**src/rtl/fetch_pkg.sv**
```systemverilog
// Shared defaults and types for the fetch stage: widths, reset PC, halt opcode, FSM state.
// The optional halt-on-opcode behaviour is enabled by defining FETCH_HALT_OPCODE_EN.
package fetch_pkg;

  localparam int PC_W_DEF    = 8;
  localparam int INSTR_W_DEF = 8;

  localparam logic [PC_W_DEF-1:0]    RESET_PC_DEF    = 8'h00;
  localparam logic [INSTR_W_DEF-1:0] HALT_OPCODE_DEF = 8'hFF;

  typedef enum logic [0:0] {
    RUN  = 1'b0,
    HALT = 1'b1
  } fetch_state_e;

endpackage

```
**src/rtl/fetch_if.sv**
```systemverilog
// Bus between the fetch stage and its neighbours: instruction memory port,
// decoder handshake, redirect and halt control.
interface fetch_if #(
  parameter int PC_W    = 8,
  parameter int INSTR_W = 8
);

  logic [PC_W-1:0]    pc_out;
  logic [INSTR_W-1:0] instr_in;
  logic [INSTR_W-1:0] ir_out;
  logic [PC_W-1:0]    ir_pc;
  logic               ir_valid;
  logic               dec_ready;
  logic               redirect;
  logic [PC_W-1:0]    redirect_pc;
  logic               halt_req;
  logic               resume;
  logic               halted;

  modport master (
    output pc_out, ir_out, ir_pc, ir_valid, halted,
    input  instr_in, dec_ready, redirect, redirect_pc, halt_req, resume
  );

  modport slave (
    input  pc_out, ir_out, ir_pc, ir_valid, halted,
    output instr_in, dec_ready, redirect, redirect_pc, halt_req, resume
  );

endinterface

```
**src/rtl/fetch_next_pc.sv**
```systemverilog
// Next-PC selection: redirect beats increment, increment beats hold.
// Increment wraps modulo 2**PC_W.
module fetch_next_pc #(
  parameter int PC_W = 8
) (
  input  logic [PC_W-1:0] pc_q,
  input  logic            redirect,
  input  logic [PC_W-1:0] redirect_pc,
  input  logic            fetch_fire,
  output logic [PC_W-1:0] pc_d
);

  // priority mux for the program counter
  always_comb begin
    pc_d = pc_q;
    if (redirect) begin
      pc_d = redirect_pc;
    end else if (fetch_fire) begin
      pc_d = pc_q + {{(PC_W-1){1'b0}}, 1'b1};
    end else begin
      pc_d = pc_q;
    end
  end

endmodule

```
**src/rtl/fetch_unit.sv**
```systemverilog
// PC + instruction register with valid/ready delivery, redirect and RUN/HALT control.
// Define FETCH_HALT_OPCODE_EN to make a fetched HALT_OPCODE enter HALT.
module fetch_unit
  import fetch_pkg::*;
#(
  parameter int                  PC_W        = PC_W_DEF,
  parameter int                  INSTR_W     = INSTR_W_DEF,
`ifdef FETCH_HALT_OPCODE_EN
  parameter logic [INSTR_W-1:0]  HALT_OPCODE = HALT_OPCODE_DEF,
`endif
  parameter logic [PC_W-1:0]     RESET_PC    = RESET_PC_DEF
) (
  input  logic   clk,
  input  logic   reset,
  fetch_if.master bus
);

  fetch_state_e       state_q, state_d;
  logic [PC_W-1:0]    pc_q, pc_d;
  logic [INSTR_W-1:0] ir_out_q, ir_out_d;
  logic [PC_W-1:0]    ir_pc_q, ir_pc_d;
  logic               ir_valid_q, ir_valid_d;
  logic               halted_q, halted_d;
  logic               ir_free_s;
  logic               fetch_fire_s;
  logic               op_halt_s;

  // handshake decode: a fetch needs RUN, a free IR and no competing redirect/halt request
  always_comb begin
    ir_free_s    = !ir_valid_q || bus.dec_ready;
    fetch_fire_s = (state_q == RUN) && ir_free_s && !bus.redirect && !bus.halt_req;
`ifdef FETCH_HALT_OPCODE_EN
    op_halt_s    = fetch_fire_s && (bus.instr_in == HALT_OPCODE);
`else
    op_halt_s    = 1'b0;
`endif
  end

  fetch_next_pc #(
    .PC_W (PC_W)
  ) u_next_pc (
    .pc_q        (pc_q),
    .redirect    (bus.redirect),
    .redirect_pc (bus.redirect_pc),
    .fetch_fire  (fetch_fire_s),
    .pc_d        (pc_d)
  );

  // FSM state register
  always_ff @(posedge clk or posedge reset) begin
    if (reset) begin
      state_q <= RUN;
    end else begin
      state_q <= state_d;
    end
  end

  // FSM next state; redirect never changes the state
  always_comb begin
    state_d = state_q;
    case (state_q)
      RUN: begin
        if (bus.halt_req || op_halt_s) begin
          state_d = HALT;
        end else begin
          state_d = RUN;
        end
      end
      HALT: begin
        if (bus.resume && !bus.halt_req) begin
          state_d = RUN;
        end else begin
          state_d = HALT;
        end
      end
      default: state_d = RUN;
    endcase
  end

  // FSM output: halted follows the state it is registered alongside
  always_comb begin
    halted_d = (state_d == HALT);
  end

  // IR next values: redirect squashes, fetch refills, delivery without refill empties
  always_comb begin
    ir_out_d   = ir_out_q;
    ir_pc_d    = ir_pc_q;
    ir_valid_d = ir_valid_q;
    if (bus.redirect) begin
      ir_valid_d = 1'b0;
    end else if (fetch_fire_s) begin
      ir_out_d   = bus.instr_in;
      ir_pc_d    = pc_q;
      ir_valid_d = 1'b1;
    end else if (ir_valid_q && bus.dec_ready) begin
      ir_valid_d = 1'b0;
    end else begin
      ir_valid_d = ir_valid_q;
    end
  end

  // datapath registers
  always_ff @(posedge clk or posedge reset) begin
    if (reset) begin
      pc_q       <= RESET_PC;
      ir_out_q   <= {INSTR_W{1'b0}};
      ir_pc_q    <= {PC_W{1'b0}};
      ir_valid_q <= 1'b0;
      halted_q   <= 1'b0;
    end else begin
      pc_q       <= pc_d;
      ir_out_q   <= ir_out_d;
      ir_pc_q    <= ir_pc_d;
      ir_valid_q <= ir_valid_d;
      halted_q   <= halted_d;
    end
  end

  assign bus.pc_out   = pc_q;
  assign bus.ir_out   = ir_out_q;
  assign bus.ir_pc    = ir_pc_q;
  assign bus.ir_valid = ir_valid_q;
  assign bus.halted   = halted_q;

endmodule

```
**src/flat_wrapper.sv**
```systemverilog
// flat-port wrapper written by rule: the top's interface ports become plain ports
module fetch_unit_flat import fetch_pkg::*;
#(
  parameter int                  PC_W        = PC_W_DEF,
  parameter int                  INSTR_W     = INSTR_W_DEF,

  parameter logic [PC_W-1:0]     RESET_PC    = RESET_PC_DEF
)
  (clk, reset, bus_pc_out, bus_ir_out, bus_ir_pc, bus_ir_valid, bus_halted, bus_instr_in, bus_dec_ready, bus_redirect, bus_redirect_pc, bus_halt_req, bus_resume);
  fetch_if #(.PC_W(PC_W), .INSTR_W(INSTR_W)) bus_i ();
  input  logic clk;
  input  logic reset;
  output wire logic [$bits(bus_i.pc_out)-1:0] bus_pc_out;
  output wire logic [$bits(bus_i.ir_out)-1:0] bus_ir_out;
  output wire logic [$bits(bus_i.ir_pc)-1:0] bus_ir_pc;
  output wire logic [$bits(bus_i.ir_valid)-1:0] bus_ir_valid;
  output wire logic [$bits(bus_i.halted)-1:0] bus_halted;
  input wire logic [$bits(bus_i.instr_in)-1:0] bus_instr_in;
  input wire logic [$bits(bus_i.dec_ready)-1:0] bus_dec_ready;
  input wire logic [$bits(bus_i.redirect)-1:0] bus_redirect;
  input wire logic [$bits(bus_i.redirect_pc)-1:0] bus_redirect_pc;
  input wire logic [$bits(bus_i.halt_req)-1:0] bus_halt_req;
  input wire logic [$bits(bus_i.resume)-1:0] bus_resume;
  assign bus_pc_out = bus_i.pc_out;
  assign bus_ir_out = bus_i.ir_out;
  assign bus_ir_pc = bus_i.ir_pc;
  assign bus_ir_valid = bus_i.ir_valid;
  assign bus_halted = bus_i.halted;
  assign bus_i.instr_in = bus_instr_in;
  assign bus_i.dec_ready = bus_dec_ready;
  assign bus_i.redirect = bus_redirect;
  assign bus_i.redirect_pc = bus_redirect_pc;
  assign bus_i.halt_req = bus_halt_req;
  assign bus_i.resume = bus_resume;
  fetch_unit #(.PC_W(PC_W), .INSTR_W(INSTR_W), .RESET_PC(RESET_PC)) u_core (.clk(clk), .reset(reset), .bus(bus_i));
endmodule
```
**config.mk**
```make
export PLATFORM = sky130hd
export DESIGN_NAME = fetch_unit_flat
export DESIGN_NICKNAME = d
export VERILOG_FILES = /design/src/rtl/fetch_pkg.sv /design/src/rtl/fetch_if.sv /design/src/rtl/fetch_next_pc.sv /design/src/rtl/fetch_unit.sv /design/src/flat_wrapper.sv
export SDC_FILE = /design/constraint.sdc
export NUM_CORES = 1
export LEC_CHECK = 0
export ABC_AREA = 1
export BUFFER_PORTS_ARGS = -buffer_cell sky130_fd_sc_hd__buf_2
export CORE_UTILIZATION = 42
export DETAILED_ROUTE_END_ITERATION = 7
export PLACE_DENSITY = 0.75
export SETUP_SLACK_MARGIN = 0.1
export SYNTH_ARGS = -nofsm -noshare
export SYNTH_HDL_FRONTEND = slang
export SYNTH_SLANG_ARGS = --single-unit
export TNS_END_PERCENT = 50
```
**constraint.sdc**
```tcl
create_clock -name clk -period 1.16 [get_ports clk]
set_clock_uncertainty 0.2 [all_clocks]
set_input_delay 0.232 -clock clk [delete_from_list [all_inputs] [get_ports clk]]
set_output_delay 0.232 -clock clk [all_outputs]
set_load 0.1 [all_outputs]
```
; Yosys cells after proc, flatten, opt, wreduce, memory -nomap -nowiden
; Index checks and enable logic that the tools add are counted.
[op_classes]
add_sub_neg = 1
n_mux = 8
n_bitwise = 2
n_reduce_logical = 12
[op_table]
columns = cell, count
row1 = two-way mux 8 bit, 2
row2 = adder 8 x 1 -> 8 bit (second input constant), 1
row3 = logical AND 1 bit, 5
row4 = two-way mux 1 bit, 5
row5 = logical NOT 1 bit, 3
row6 = nonzero test 3 bit, 1
row7 = NOT 1 bit, 2
row8 = one-hot mux 1 bit (2 select lines), 1
row9 = AND reduction 2 bit, 1
row10 = nonzero test 2 bit, 1
row11 = logical OR 1 bit, 1
[word_totals]
register_bits = 26
word_cells = 28

; Longest topological paths before layout
[logic_depth]
word_depth = 7
mapped_depth = 8
mapped_depth_nobuf = 7

; Modules after synthesis
; From an unflattened synthesis, not the netlist that was laid out.
[unflattened]
cells_unflattened = 146
area_unflattened_um2 = 1241.2
[by_module_without_submodules]
columns = mod, instances, cells_each, area_per_inst_um2, seq_area_each_um2
row1 = fetch_unit, 1, 88, 972.2, 650.6
row2 = fetch_next_pc, 1, 58, 269.0, 0.0

; Least setup slack after synthesis
; No wires, ideal clock.
[synth_timing]
kind = reg2reg
startpoint = register u_core.pc_q[1] (netlist: u_core.bus.pc_out[1])
endpoint = register u_core.pc_q[6] (netlist: u_core.bus.pc_out[6])
setup_time_ns = 0.128
arrival_ns = 1.707
t_required_ns = 0.832
slack_ns = -0.876
stages_incl_launch_ff = 7
period_less_slack_ns = 2.036
cell_sequence = dfrtp_1 ha_1 nand2_1 inv_1 nand3_1 nand3_1 nand3_1
[synth_between]
elab_chain_cells = 3
[synth_lines]
columns = item, line
row1 = from (decl), fetch_unit.sv:19  ; logic [PC_W-1:0] pc_q, pc_d;
row2 = from (signal assigned), fetch_unit.sv:112  ; pc_q <= pc_d;
row3 = adder 8 x 1 -> 8 bit, fetch_next_pc.sv:19  ; pc_d = pc_q + {{(PC_W-1){1'b0}}, 1'b1};
row4 = two-way mux 8 bit, fetch_next_pc.sv:18  ; end else if (fetch_fire) begin
row5 = two-way mux 8 bit, fetch_next_pc.sv:16  ; if (redirect) begin
; No other way between the ends. The select of a mux whose other input is x is not followed.
; A chain may end at the register's enable or synchronous reset.

; Worst setup path after layout
[layout_timing]
startpoint = register u_core.pc_q[4] (netlist: u_core.bus.pc_out[4])
endpoint = register u_core.pc_q[7] (netlist: u_core.bus.pc_out[7])
; The elaborated chain is that of the path after synthesis.

==> impl_metrics.env <==
export IMPL_status="complete, but fails checks"
export IMPL_violations="negative hold slack, negative setup slack"
export IMPL_yosysSeqAreaShare=0.543
export IMPL_drt_vias_per_instance=5.74
export IMPL_hold_viol_final=1
export IMPL_crit_fanout=5
export IMPL_post_drt_wl_per_cell_um=21.3
export IMPL_synthArstFlopShare=1.00
export IMPL_boundaryPins=48
export IMPL_rsz0062_at_grt="yes"
export IMPL_start_kind="register"
export IMPL_clock_sinks=26
export IMPL_final_setup_tns_ns=-16.20
export IMPL_synth_top_area_cell="dfrtp_1"
export IMPL_areaGrowthSynthToFinish_pct=118
export IMPL_yosys_most_used_dff="dfrtp_1"
export IMPL_critPathKind="register to register"
export IMPL_cts_tree="built"
export IMPL_clock_latency_ns=0.33
export IMPL_numCtsBuffers=3
export IMPL_setup_worst_path_end_class="register"
export IMPL_drtIter0Drc=110
export IMPL_wl_um=5960
export IMPL_overflow=0
export IMPL_drive_gt1_frac=0.590
export IMPL_grt_max_degree=27
export IMPL_place_area_mm2=0.00201
export IMPL_vias=1606
export IMPL_leakage_nw=1.30
export IMPL_fillerInstances=66
export IMPL_instances_no_fill=280
export IMPL_synth_top_area_frac=0.543
export IMPL_place_gp_congestion=0.892
export IMPL_synthTopCellsByCount="62 x nand2_1, 26 x dfrtp_1, 20 x nand3_1"
export IMPL_dp_hpwl_um=2360
export IMPL_cts_buffer_depth=2
export IMPL_synth_most_common_cell="nand2_1"
export IMPL_postSynthCellCount=149
export IMPL_fin_crit_ns=1.67
export IMPL_core_rowCount=19
export IMPL_synth_area_mm2=0.00120
export IMPL_design_core_area_mm2=0.00273
export IMPL_drt_pass1_iterations=5
export IMPL_dieArea_mm2=0.00307
export IMPL_dp_cells=236
export IMPL_max_slew_margin=0.744
export IMPL_design_area_mm2=0.00262
export IMPL_worst_pin_slew_ns=0.383
export IMPL_syn_avg_cell_area_um2=8.04
export IMPL_arrival_ns=1.69
export IMPL_cts_root_buf="clkbuf_4"
export IMPL_ir_drop_mv=2.05
export IMPL_grt_pass1_wl_um=6760
export IMPL_clk_pin_slew_worst_paths_ns=0.15
export IMPL_nets=273
export IMPL_yosysWarnings=0
export IMPL_hold_path_class="input port to register"
export IMPL_die_y_um=55.4
export IMPL_min_period_over_period=1.44
export IMPL_crit_required_ns=1.18
export IMPL_htreeDepth=1
export IMPL_setup_ws_ns=-0.510
export IMPL_fin_util=0.958
export IMPL_ys_types=14
export IMPL_grt_use_total=0.281
export IMPL_io_buffers=47
export IMPL_holdWs_ns=-0.0116
export IMPL_antenna_found_initial=0
export IMPL_ant_nets=0
export IMPL_synthesis_nets=172
export IMPL_timing_fmax_mhz=599
export IMPL_max_cap_viol_count=0
export IMPL_setup_viol=52
export IMPL_powerDensity_mw_per_mm2=1710
export IMPL_drv_slew=0
export IMPL_die_w_um=55.4
export IMPL_start_util=0.438
export IMPL_grt_pass1_vias=1437
export IMPL_ctsHoldBuffers=18
export IMPL_synth_seq_cells=26
export IMPL_synth_edf_count=0
export IMPL_drc=0
export IMPL_synth_area_leaders="dfrtp_1 54%, nand2_1 19%, nand3_1 8.4%, o21ai_0 4.2%, inv_1 4.1%"
export IMPL_antenna_cells=0
## layout make-up
type / instances / area, um2 / share of cell area
repair buffers: 101 / 1150 / 0.439
flip-flops and latches: 26 / 686 / 0.262
multi-input cells: 104 / 652 / 0.249
inverters: 14 / 57.6 / 0.0220
well taps: 31 / 38.8 / 0.0148
clock buffers: 4 / 36.3 / 0.0139
## worst paths after layout
check | start | to | slack (ns) | depth (start not counted)
worst max-delay path | u_core.bus.pc_out[4] | u_core.bus.pc_out[7] | -0.51 | 6
worst min-delay path | bus_dec_ready | u_core.bus.ir_valid | -0.01 | 4
worst max register to register | u_core.bus.pc_out[4] | u_core.bus.pc_out[7] | -0.51 | 6
worst min register to register | u_core.bus.ir_pc[5] | u_core.bus.ir_pc[5] | 0.39 | 2
max in group asynchronous | reset | u_core.bus.pc_out[5] | 0.34 | 4
min in group asynchronous | reset | u_core.bus.ir_out[0] | 0.24 | 4
## cell usage in the layout, fill, tap and decap left out, types with 3 or more instances in the layout
cell,count
buf_12,27
buf_2,21
buf_4,22
buf_6,10
buf_8,3
clkbuf_4,3
dfrtp_1,14
dfrtp_2,4
dfrtp_4,8
dlygate4sd3_1,18
inv_1,10
nand2_1,43
nand2_2,14
nand2_4,6
nand3_1,6
nand3_2,14
nor2_1,4
o21ai_1,3
o21ai_2,5
## through the flow
step	worst slack, ns	total power [mW]
floorplan	-0.336	2.62
global placement	-0.131	3.51
detailed placement	-0.221	3.55
CTS	-0.378	4.19
global route	-0.525	4.58
finish	-0.510	4.48
## power breakdown
| group | internal (mW) | total [mW] | switching (mW) | leakage, nW |
|---|---|---|---|---|
| registers | 1.09 | 1.29 | 0.207 | 0.310 |
| clock network | 0.192 | 0.480 | 0.287 | 0.0210 |
| logic | 1.01 | 2.70 | 1.70 | 0.971 |
| total | 2.28 | 4.48 | 2.19 | 1.30 |
## flip-flops by register name, summed over array words and instances, names as in the netlist
name and cells:
u_core.bus.ir_out 8, u_core.bus.ir_pc 8, u_core.bus.pc_out 8, u_core.bus.ir_valid 1
u_core.state_q 1
## kinds of logic (layout without fill, tap and decap cells)
| family | Yosys count | in the layout | share of synthesized area |
|---|---|---|---|
| simple gates | 91 | 91 | 0.313 |
| flops | 26 | 26 | 0.543 |
| buf+inv | 19 | 119 | 0.0793 |
| compound gates | 12 | 12 | 0.0543 |
| fa+ha+maj | 1 | 1 | 0.0104 |
## per-layer routing
layer / routed length, um / vias up / track usage
met1: 1980 / 739 / 0.358
met4: 337 / 0 / 0.0607
met2: 3070 / 155 / 0.506
li1: - / 670 / -
met3: 573 / 42 / 0.0375
met5: 0 / - / 0
## what timing repair did
action | 4_1_cts | 5_1_grt
pin swaps | 1 | 14
endpoints found under the hold margin | 42 | 1
cloned | 0 | 1
setup endpoints to repair | 51 | 52
buffers inserted | 19 | 2
resized for setup | 10 | 56
## critical path, cell delays in order, from the launching register on
cell and delay (ns):
dfrtp_4 0.48, buf_4 0.15, nand2_1 0.11, nor2_2 0.21, nand3_1 0.18, nand3_2 0.14
nand2_1 0.08
(Power assumes the default switching activity.)
